**src/rtl/watch_set_ctrl.sv**
```systemverilog
// Time-setting controller for the hh:mm watch.
// Two raw buttons are synchronised and debounced into single-cycle press
// pulses. bt0 walks the edit FSM through hours, tens of minutes and minute
// units, then issues a one-cycle load strobe. bt1 increments the field being
// edited. The edited field blinks through the blank_* outputs. An edit that
// sits idle for TIMEOUT_CYC cycles is abandoned without loading.
module watch_set_ctrl #(
    parameter int DEBOUNCE_CYC = 655,
    parameter int BLINK_CYC    = 8192,
    parameter int TIMEOUT_CYC  = 983040
) (
    input  logic       clk_i,
    input  logic       rstn_i,
    input  logic       bt0_i,
    input  logic       bt1_i,
    input  logic [4:0] cur_hhxx_i,
    input  logic [2:0] cur_xxmx_i,
    input  logic [3:0] cur_xxxm_i,
    output logic [4:0] cfg_hhxx_o,
    output logic [2:0] cfg_xxmx_o,
    output logic [3:0] cfg_xxxm_o,
    output logic       load_o,
    output logic       editing_o,
    output logic       blank_hh_o,
    output logic       blank_mx_o,
    output logic       blank_xm_o
);

    localparam int DB_W = (DEBOUNCE_CYC > 1) ? $clog2(DEBOUNCE_CYC) : 1;
    localparam int BL_W = (BLINK_CYC    > 1) ? $clog2(BLINK_CYC)    : 1;
    localparam int TO_W = (TIMEOUT_CYC  > 1) ? $clog2(TIMEOUT_CYC)  : 1;

    localparam logic [DB_W-1:0] DB_MAX = DB_W'(DEBOUNCE_CYC - 1);
    localparam logic [BL_W-1:0] BL_MAX = BL_W'(BLINK_CYC - 1);
    localparam logic [TO_W-1:0] TO_MAX = TO_W'(TIMEOUT_CYC - 1);

    typedef enum logic [2:0] {
        RUN     = 3'd0,
        SET_H   = 3'd1,
        SET_M10 = 3'd2,
        SET_M1  = 3'd3,
        LOAD    = 3'd4
    } state_t;

    // Bit 0 carries bt0, bit 1 carries bt1 through the whole input path.
    logic [1:0]      sync_p0;
    logic [1:0]      sync_p1;
    logic [1:0]      db_lvl;
    logic [1:0]      db_lvl_d;
    logic [1:0]      press;
    logic [DB_W-1:0] db_cnt [2];

    state_t          state;
    logic [TO_W-1:0] idle_cnt;
    logic [BL_W-1:0] blink_cnt;
    logic            phase;
    logic            blink_wrap;
    logic            phase_nx;

    // Increment a field value, wrapping to 0 after the top legal value.
    function automatic logic [4:0] inc_wrap(input logic [4:0] v, input logic [4:0] top);
        return (v >= top) ? 5'd0 : v + 5'd1;
    endfunction

    // Replace an out-of-range captured value with 0.
    function automatic logic [4:0] in_range(input logic [4:0] v, input logic [4:0] top);
        return (v > top) ? 5'd0 : v;
    endfunction

    assign blink_wrap = (blink_cnt == BL_MAX);
    assign phase_nx   = phase ^ blink_wrap;

    // Synchronise, debounce and edge-detect both buttons.
    always_ff @(posedge clk_i or negedge rstn_i) begin
        if (!rstn_i) begin
            sync_p0  <= '0;
            sync_p1  <= '0;
            db_lvl   <= '0;
            db_lvl_d <= '0;
            press    <= '0;
            for (int i = 0; i < 2; i++) begin
                db_cnt[i] <= '0;
            end
        end else begin
            sync_p0  <= {bt1_i, bt0_i};
            sync_p1  <= sync_p0;
            db_lvl_d <= db_lvl;
            press    <= db_lvl & ~db_lvl_d;
            for (int i = 0; i < 2; i++) begin
                if (sync_p1[i] != db_lvl[i]) begin
                    if (db_cnt[i] == DB_MAX) begin
                        db_lvl[i] <= sync_p1[i];
                        db_cnt[i] <= '0;
                    end else begin
                        db_cnt[i] <= db_cnt[i] + DB_W'(1);
                    end
                end else begin
                    db_cnt[i] <= '0;
                end
            end
        end
    end

    // Edit FSM with idle timeout, blink phase and registered outputs.
    always_ff @(posedge clk_i or negedge rstn_i) begin
        if (!rstn_i) begin
            state      <= RUN;
            cfg_hhxx_o <= '0;
            cfg_xxmx_o <= '0;
            cfg_xxxm_o <= '0;
            load_o     <= 1'b0;
            editing_o  <= 1'b0;
            blank_hh_o <= 1'b0;
            blank_mx_o <= 1'b0;
            blank_xm_o <= 1'b0;
            idle_cnt   <= '0;
            blink_cnt  <= '0;
            phase      <= 1'b0;
        end else begin
            load_o     <= 1'b0;
            blank_hh_o <= 1'b0;
            blank_mx_o <= 1'b0;
            blank_xm_o <= 1'b0;
            case (state)
                RUN: begin
                    editing_o <= 1'b0;
                    if (press[0]) begin
                        state      <= SET_H;
                        editing_o  <= 1'b1;
                        cfg_hhxx_o <= in_range(cur_hhxx_i, 5'd23);
                        cfg_xxmx_o <= 3'(in_range({2'b00, cur_xxmx_i}, 5'd5));
                        cfg_xxxm_o <= 4'(in_range({1'b0, cur_xxxm_i}, 5'd9));
                        idle_cnt   <= '0;
                        blink_cnt  <= '0;
                        phase      <= 1'b0;
                    end
                end
                SET_H, SET_M10, SET_M1: begin
                    editing_o <= 1'b1;
                    if (press[0]) begin
                        // Mode press wins over a simultaneous increment press.
                        idle_cnt  <= '0;
                        blink_cnt <= '0;
                        phase     <= 1'b0;
                        case (state)
                            SET_H:   state <= SET_M10;
                            SET_M10: state <= SET_M1;
                            default: begin
                                state  <= LOAD;
                                load_o <= 1'b1;
                            end
                        endcase
                    end else if (press[1]) begin
                        // An increment restarts both the idle timer and the blink, so the new digit shows.
                        idle_cnt  <= '0;
                        blink_cnt <= '0;
                        phase     <= 1'b0;
                        case (state)
                            SET_H:   cfg_hhxx_o <= inc_wrap(cfg_hhxx_o, 5'd23);
                            SET_M10: cfg_xxmx_o <= 3'(inc_wrap({2'b00, cfg_xxmx_o}, 5'd5));
                            default: cfg_xxxm_o <= 4'(inc_wrap({1'b0, cfg_xxxm_o}, 5'd9));
                        endcase
                    end else if (idle_cnt == TO_MAX) begin
                        state     <= RUN;
                        editing_o <= 1'b0;
                    end else begin
                        idle_cnt  <= idle_cnt + TO_W'(1);
                        blink_cnt <= blink_wrap ? '0 : blink_cnt + BL_W'(1);
                        phase     <= phase_nx;
                        case (state)
                            SET_H:   blank_hh_o <= phase_nx;
                            SET_M10: blank_mx_o <= phase_nx;
                            default: blank_xm_o <= phase_nx;
                        endcase
                    end
                end
                LOAD: begin
                    state     <= RUN;
                    editing_o <= 1'b0;
                end
                default: begin
                    state     <= RUN;
                    editing_o <= 1'b0;
                end
            endcase
        end
    end

endmodule
```
**config.mk**
```make
export PLATFORM = sky130hd
export DESIGN_NAME = watch_set_ctrl
export DESIGN_NICKNAME = d
export VERILOG_FILES = /design/src/rtl/watch_set_ctrl.sv
export SDC_FILE = /design/constraint.sdc
export NUM_CORES = 1
export LEC_CHECK = 0
export CORE_ASPECT_RATIO = 0.9
export CORE_MARGIN = 3
export CORE_UTILIZATION = 59
export CTS_CLUSTER_DIAMETER = 50
export DETAILED_ROUTE_END_ITERATION = 12
export PLACE_DENSITY = 0.8
export SLEW_MARGIN = 10
export SYNTH_ARGS = -nofsm -noshare
export SYNTH_HDL_FRONTEND = slang
export SYNTH_SLANG_ARGS = --single-unit
```
**constraint.sdc**
```tcl
create_clock -name clk_i -period 3.6 [get_ports clk_i]
set_input_delay 0.72 -clock clk_i [delete_from_list [all_inputs] [get_ports clk_i]]
set_output_delay 0.72 -clock clk_i [all_outputs]
set_load 0.03 [all_outputs]
```
==> results by stage <==
Detailed routing:
- Dividing the detail-routed wire length by the instance count gives 15.44 µm.
- The first-pass detailed-route iteration total is 6.
- The aggregate routed wire length is between 9000 and 10000 µm.
- The number of design-rule violations left by the first detailed-router iteration is ~220.
- Using the TritonRoute via totals, the vias-per-cell ratio works out to 6.066.
- For this run, design rule violations remaining after detail routing come to 0.
- The count of vias placed by the detailed router is about 3600.
- The remaining number of nets flagged by the antenna check after routing is 0.

Placement:
- The final weighted congestion in routability-driven placement is around 0.85.
- The cell count after placement is 577.
- After legalization and detailed placement, the total HPWL measured around 6300 µm.
- The port buffer count is 32.

Floorplanning:
- For this configuration, the core starts out at a cell density of 0.6117.
- In this run the count of I/O pins placed on the die edge is 33.
- From left edge to right edge, the die measures roughly 97 µm.
- The site row count is 29.
- The die footprint is approximately 8400 µm².
- From bottom edge to top edge, the die measures approximately 87 µm.
- The core region is approximately 7100 µm².

Yosys:
- For this run, the number of Yosys warnings is 0.
- The combined area of all synthesized cells is about 4400 µm².
- The adder-cell share of the synthesized area is 0.03451.
- The fraction of registers with async set or reset after synthesis is 1.000.
- The post-synthesis xor/xnor area fraction is 0.03825.
- The number of nets handed over by synthesis was between 400 and 500.
- The largest total area in the synthesized netlist belongs to dfrtp_1.
- The share of the synthesized area in compound gates (AO/OA/AOI/OAI) was 0.1812.
- The share of the yosys chip area belonging to registers is 0.4832.
- Synthesis produced a netlist whose cell count is around 460.
- Of the post-synthesis cell area, the dominant cell type holds 0.4832.
- The mean area per synthesized cell is between 9 and 10 µm².
- The portion of netlist area occupied by mux cells is 0.005177.
- The flop and latch count out of synthesis is 84.
- The number of enable flip-flop cells after synthesis is 0.
- Among all flip-flop cells after synthesis, the most frequent one is dfrtp_1.
- By area the synthesized netlist is led by dfrtp_1 48%, o21ai_0 5.5%, nand3_1 3.8%, nor2_1 3.8%, ha_1 3.5%.
- Of the total synthesized cell area, the portion taken by AND, OR, NAND and NOR gates is 0.2203.
- The number of distinct library cells after synthesis is 59.
- After synthesis, the largest family of logic cells by area is simple AND/OR/NAND/NOR gates.

Clock network:
- The tree is rooted in a clkbuf_8.
- The number of buffers inserted during clock tree synthesis is 9.
- The deepest level of the CTS H-tree is 3.
- After clock tree synthesis, the clock-pin slew on the worst setup and hold paths is 0.08 ns.
- The clock sink count is 84.
- The number of setup buffers added after CTS is 0.
- The post-CTS resize count is 0.
- The TritonCTS clock tree is done.
- The longest clock path from root to sink contains 2 buffers.
- For this design, the CTS-stage hold fixing added 0 buffers.
- The later-pin clock latency in the skew report is ~0.36 ns.

STA:
- The final clock skew is 0.009496 ns.
- The number of hold violations in the final report is 0.
- For this run, the top clock speed supported by timing is 0.4281 GHz.
- Setup repair after global routing left no endpoint under its margin.
- The post-route setup TNS is 0 ns.
- Dividing the final minimum period by the clock period gives 0.6488.
- The total count of max-transition violations in the final report is 0.
- Setup violations remaining at the end of the flow were counted as 0.
- The minimum clock period is 2.336 ns.
- The worst relative slew slack is 0.3160.
- At the pin with the least slew margin, the transition time is about 1.0 ns.

Cells and area:
- The footprint of the multi-input gates is around 2100 µm².
- Of the cells placed in the final design, the portion with a size suffix greater than 1 is 0.07200.
- The number of filler instances in the final layout is between 500 and 600.
- The repair_antennas step left the layout with diodes totalling 0.
- The area occupied by registers is between 2000 and 2500 µm².
- The area growth from synthesis to layout is 13.11%.
- Once layout is complete, the utilization of the core stands at 0.6919.
- The post-route non-filler standard cell count is 593.
- The number of nets in the finished design is between 500 and 600.

GRT:
- The number of antenna violations at the first check in global routing came to 0.
- The number of global-route vias before repair is roughly 3400.
- Across every metal layer, demand over resource in global routing totals 0.2349.
- The largest net degree at the start of global routing is 85.
- The first-pass GRT wire length is 15640 µm.
- The residual overflow from global routing is 0.

Flow run:
- Max-cap violations in this run came to 0.

Worst setup path:
- The data required time of the worst path is 3.83 ns.
- The highest net fanout along the worst path is 34.
- For flop-to-flop paths, the worst setup slack is 1.26 ns.
- The setup path with the least slack is of type flop to flop.
- Measured in cells, the most critical reg-to-reg path has a length of 6.
- Tracing the worst setup path back leads to its startpoint at state[2].
- The startpoint of the most critical register-to-register path is state[2].
- The data arrival time of the worst path is about 2.6 ns.
- STA classifies the critical path endpoint as a flop.
- The kind of start point of the critical path is a flop.

Min path:
- The worst hold path begins at sync_p0[1].
- Along the worst hold path, the cell count comes to 0.
- The path class of the tightest hold or removal check is flop to flop.

Pwr:
- IR analysis of the VDD net gives a maximum drop of between 0.0003 and 0.0004 V.
- Overall power consumption after layout is estimated at ~0.0017 W.
- Summed over all cells, the static leakage comes to 2.100 nW.
- Dividing total power by cell area gives a power density of approximately 340 nW/µm².

Outcome:
- The run finished with clean final reports.
Yosys cell counts, types with 2 or more instances:
library cell,count
dfrtp_1,84
o21ai_0,48
nor2_1,44
nand3_1,33
nand2_1,28
a21oi_1,21
inv_1,20
nor3_1,16
xor2_1,15
ha_1,12
nand4_1,12
a31oi_1,10
o31ai_1,9
nor2b_1,8
and3_1,7
clkbuf_1,7
nor4_1,6
o21ai_1,5
o41ai_1,5
or3_1,5
and2_1,4
buf_2,4
nand2b_1,4
xnor2_1,4
buf_6,3
nor3b_1,3
o21a_1,3
a21boi_0,2
a21o_1,2
a22o_1,2
a22oi_1,2
and4_1,2
mux2_2,2
nor3_2,2
o22ai_1,2
o32ai_1,2
or2_2,2
power breakdown:
group / switching [W] / internal [W] / total [W]
Combinational: 0.0000407 / 0.0000287 / 0.0000694
Clock: 0.000343 / 0.000290 / 0.000632
Sequential: 0.00000902 / 0.000952 / 0.000961
layer usage:
layer | global-route usage | wire length [µm]
met1 | 0.3207 | 4213
met2 | 0.3703 | 4409
met3 | 0.05877 | 412
met4 | 0.07261 | 117
met5 | 0 | 0
metrics by stage:
step	instance area (µm²)	hold WS, ns	worst slack, ns
finish	4921	0.3533	1.264
global route	4921	0.3591	1.164
CTS	4921	0.3561	1.326
detailed placement	4735	0.3347	1.333
global placement	4735	0.3321	1.419
floorplan	4350	0.3312	1.742
placed cells by master (no fill, tap or decap), drive strengths merged, types with 3 or more instances in the layout:
cell / n
or2: 3
dfrtp: 84
and2: 4
nor2: 44
inv: 21
clkbuf: 11
xor2: 15
nand2b: 4
and3: 7
o41ai: 5
ha: 12
clkdlybuf4s50: 31
o21ai: 54
nand2: 29
nor2b: 8
nor3: 18
o21a: 3
nand4: 13
a21oi: 21
clkinv: 3
xnor2: 4
nor4: 7
o31ai: 10
nor3b: 3
buf: 6
nand3: 33
or3: 6
a31oi: 10
state kept, by name, indices dropped and copies added (netlist names):
name        flops
sync_p0         2
editing_o       1
press           2
blank_mx_o      1
sync_p1         2
phase           1
idle_cnt       20
cfg_xxmx_o      3
db_cnt         20
blank_xm_o      1
db_lvl_d        2
cfg_xxxm_o      4
blink_cnt      13
db_lvl          2
state           3
load_o          1
blank_hh_o      1
cfg_hhxx_o      5
cells by family after synthesis:
group | Yosys count
AO/OA/AOI/OAI | 126
XOR/XNOR | 19
adder cells (fa/ha/maj) | 12
buffers and inverters | 35
flip-flops | 84
multiplexers | 2
AND/OR/NAND/NOR | 184
critical path, stage by stage (launching register included):
cell	delay, ns
dfrtp_1	0.55
nand2b_1	0.33
or3b_2	0.51
o31ai_4	0.17
buf_4	0.35
o21ai_0	0.18
o41ai_1	0.10
path summary, 6_finish.rpt:
path | to
min reg2reg | sync_p1[1]
max | blink_cnt[6]
max reg2reg | blink_cnt[6]
min in group asynchronous | idle_cnt[15]
min | sync_p1[1]
max in group asynchronous | blink_cnt[6]
final cells by class:
cell class	count	share of cell area
Timing Repair Buffer	37	0.07221
Tap cell	93	0.02365
Sequential cell	84	0.4272
Clock buffer	11	0.03077
Clock inverter	5	0.007119
Inverter	20	0.01526
Multi-Input combinational cell	343	0.4238
No activity file was read; power rests on OpenSTA's default activity.
==> edit: new RTL, config.mk and constraints unchanged <==
Put one more register stage on the output `cfg_hhxx_o`, with the module's reset. The value now appears one clock later. The other outputs are not delayed to match.
--- a/src/rtl/watch_set_ctrl.sv
+++ b/src/rtl/watch_set_ctrl.sv
@@ -43,2 +43,4 @@
     } state_t;
+
+    logic [4:0] cfg_hhxx_s0;
 
@@ -107,3 +109,3 @@
             state      <= RUN;
-            cfg_hhxx_o <= '0;
+            cfg_hhxx_s0 <= '0;
             cfg_xxmx_o <= '0;
@@ -129,3 +131,3 @@
                         editing_o  <= 1'b1;
-                        cfg_hhxx_o <= in_range(cur_hhxx_i, 5'd23);
+                        cfg_hhxx_s0 <= in_range(cur_hhxx_i, 5'd23);
                         cfg_xxmx_o <= 3'(in_range({2'b00, cur_xxmx_i}, 5'd5));
@@ -158,3 +160,3 @@
                         case (state)
-                            SET_H:   cfg_hhxx_o <= inc_wrap(cfg_hhxx_o, 5'd23);
+                            SET_H:   cfg_hhxx_s0 <= inc_wrap(cfg_hhxx_s0, 5'd23);
                             SET_M10: cfg_xxmx_o <= 3'(inc_wrap({2'b00, cfg_xxmx_o}, 5'd5));
@@ -188,2 +190,10 @@
 
+    always_ff @(posedge clk_i or negedge rstn_i) begin
+        if (!rstn_i) begin
+            cfg_hhxx_o <= '0;
+        end else begin
+            cfg_hhxx_o <= cfg_hhxx_s0;
+        end
+    end
+
 endmodule
Function: no difference found for any inputs over 10 cycles, from zero or initial values and one cycle with rstn_i low; that may be too few to reach the edited logic, so the function may still have changed.
==> edit against the unedited design <==
Sequential power is 6% higher. Clock skew is 0.0055 ns higher. Count of clock-buffer cells in the layout is 1 lower. Cell count is 0.51% higher. Worst setup slack worse by 0.26 ns. Power is 6.1% higher. Via count is 0.64% lower. Global-route usage is 0.82 points lower. Cell area is 0.89% higher. Wire length is 1.9% lower. First-iteration DRC count is 3.2% higher. Hold slack better by 0.0031 ns. Synthesized area is 1.3% higher. Sequential cell count is 5 higher.
==> edit: results (changes against the unedited design) <==
The final weighted congestion of routability-driven global placement is 0.865 (+1.8%). The CTS buffer count is 9 (unchanged). The cell leakage power came to 0.00212 uW (+0.79%). The maximum number of pins on one net before global-route repair was 90 (+5.9%). The post-detailed-placement half-perimeter wirelength is 6100 um (-2.5%).

The layout net count is 527 (+0.76%). The number of nets produced by synthesis is 498 (+1.6%). The reg-to-reg setup timing slack came out at 1.00 ns (-0.26 ns). The critical path ends at phase$_DFFE_PN0P_.

The highest fanout seen on the critical path is 32 (-5.9%). The transition time of the tightest slew-check pin was 1.10 ns (+0.0693 ns). The kind of cell with the highest combined delay on the critical path is compound AO/OA/AOI/OAI gates. The number of global-route vias before repair is 3,442 (+0.67%). The worst ir drop on vdd is 273 uV (-14%).

The initial antenna violation count is 0 (unchanged). The distinct cell type count after synthesis came to 50 (-15%). The critical path data arrival time came to 2.87 ns (+0.30 ns). CTS placed an instance of sky130_fd_sc_hd__clkbuf_8 at the clock tree root. The worst hold path terminates at sync_p1[0]$_DFF_PN0_. In the synthesized netlist, the cells that appear most often are sky130_fd_sc_hd__dfrtp_1, sky130_fd_sc_hd__nor2_1, sky130_fd_sc_hd__o21ai_0. The largest individual stage delay along the critical path comes from the cell sky130_fd_sc_hd__o21ai_4. The worst setup skew after layout is 0.0150 ns (+0.00549 ns). The DRC violation total after the first TritonRoute iteration is 229 (+3.2%). The worst register-to-register path begins at idle_cnt[0]$_DFFE_PN0P_. The worst slack on hold paths came out at 0.356 ns (+0.00308 ns).

The post-synthesis sequential area ratio was 50.5% (+2.2 points). The global-route wire length before repair is 15,900 um (+1.7%). The worst hold path begins at sync_p0[0]$_DFF_PN0_. The delay of the slowest cell on the worst path is 0.63 ns (+0.08 ns). After synthesis, the cell types taking the most area are sky130_fd_sc_hd__dfrtp_1, sky130_fd_sc_hd__o21ai_0, sky130_fd_sc_hd__nor2_1. The mean routed wirelength per cell came out at 15.1 um (-2.4%).

The first-pass iteration count of the detailed router is 4 (-2). The flow ran to the end, and the final reports show no timing, DRC or antenna violations. The share of layout cells above drive strength 1 came out at 5.57% (-1.6 points).
-- edit: cell count changes in the layout (fill, tap and decap cells not counted), moves of 4 or more --
cell	change
sky130_fd_sc_hd__a21oi_1	+10
sky130_fd_sc_hd__a31oi_1	+5
sky130_fd_sc_hd__buf_4	-4
sky130_fd_sc_hd__dfrtp_1	+5
sky130_fd_sc_hd__nand2_1	+7
sky130_fd_sc_hd__nand3_1	-5
sky130_fd_sc_hd__nand4_1	+4
sky130_fd_sc_hd__nor2_1	+9
sky130_fd_sc_hd__nor3_1	-5
sky130_fd_sc_hd__o31ai_1	-4
sky130_fd_sc_hd__o41ai_1	-5
-- edit: layer usage --
| layer | wire length (um) | global-route usage, % | vias up |
|---|---|---|---|
| met2 | 4310 | 37.3 | 81 |
| met4 | 127 | 8.29 | 0 |
| li1 | - | - | 1747 |
| met3 | 423 | 5.02 | 11 |
| met1 | 4110 | 30.0 | 1735 |
| met5 | 0 | 0 | - |
-- edit: cell families (layout without fill, tap and decap cells) --
family	Yosys count	in the layout	synth area share (%)
and+or+nand+nor	188	188	21.4
adders and majority gates	12	12	3.41
buffers and inverters	34	67	3.38
DFF	89	89	50.5
muxes	4	4	0.965
AOI/OAI and AO/OA	123	123	16.3
xor gates and xnor gates	20	20	3.98
-- edit: worst reg2reg max path, cell delays in order, from the launching register on --
cell	delay, ns
sky130_fd_sc_hd__dfrtp_1	0.45
sky130_fd_sc_hd__ha_1	0.23
sky130_fd_sc_hd__nand3_1	0.24
sky130_fd_sc_hd__or4_4	0.58
sky130_fd_sc_hd__o21ai_4	0.63
sky130_fd_sc_hd__inv_2	0.17
sky130_fd_sc_hd__a31oi_1	0.22
-- edit: cell type report --
type	instances	area, um2
inverters	19	71.3
repair buffers	33	325
clock buffers	10	138
multi-input cells	347	2030
well taps	93	116
fillers	544	2180
clock inverters	5	56.3
flip-flops and latches	89	2230
-- edit: through the flow --
stage | power, uW | instances | area (um2) | setup WS (ns) | util [%]
after floorplan | 1060 | 470 | 4410 | 1.70 | -
after global placement | 1100 | 581 | 4770 | 1.17 | 66.7
after detailed placement | 1100 | 581 | 4770 | 1.03 | 66.7
after CTS | 1780 | 596 | 4960 | 1.03 | 69.5
after global routing | 1830 | 596 | 4960 | 0.798 | 69.5
final | 1760 | 596 | 4960 | 1.00 | 69.5
-- edit: power by group --
group / switching [uW] / internal, uW / total [uW]
Combinational: 38.6 / 26.6 / 65.2
Sequential: 7.94 / 1010 / 1020
Clock: 347 / 335 / 682
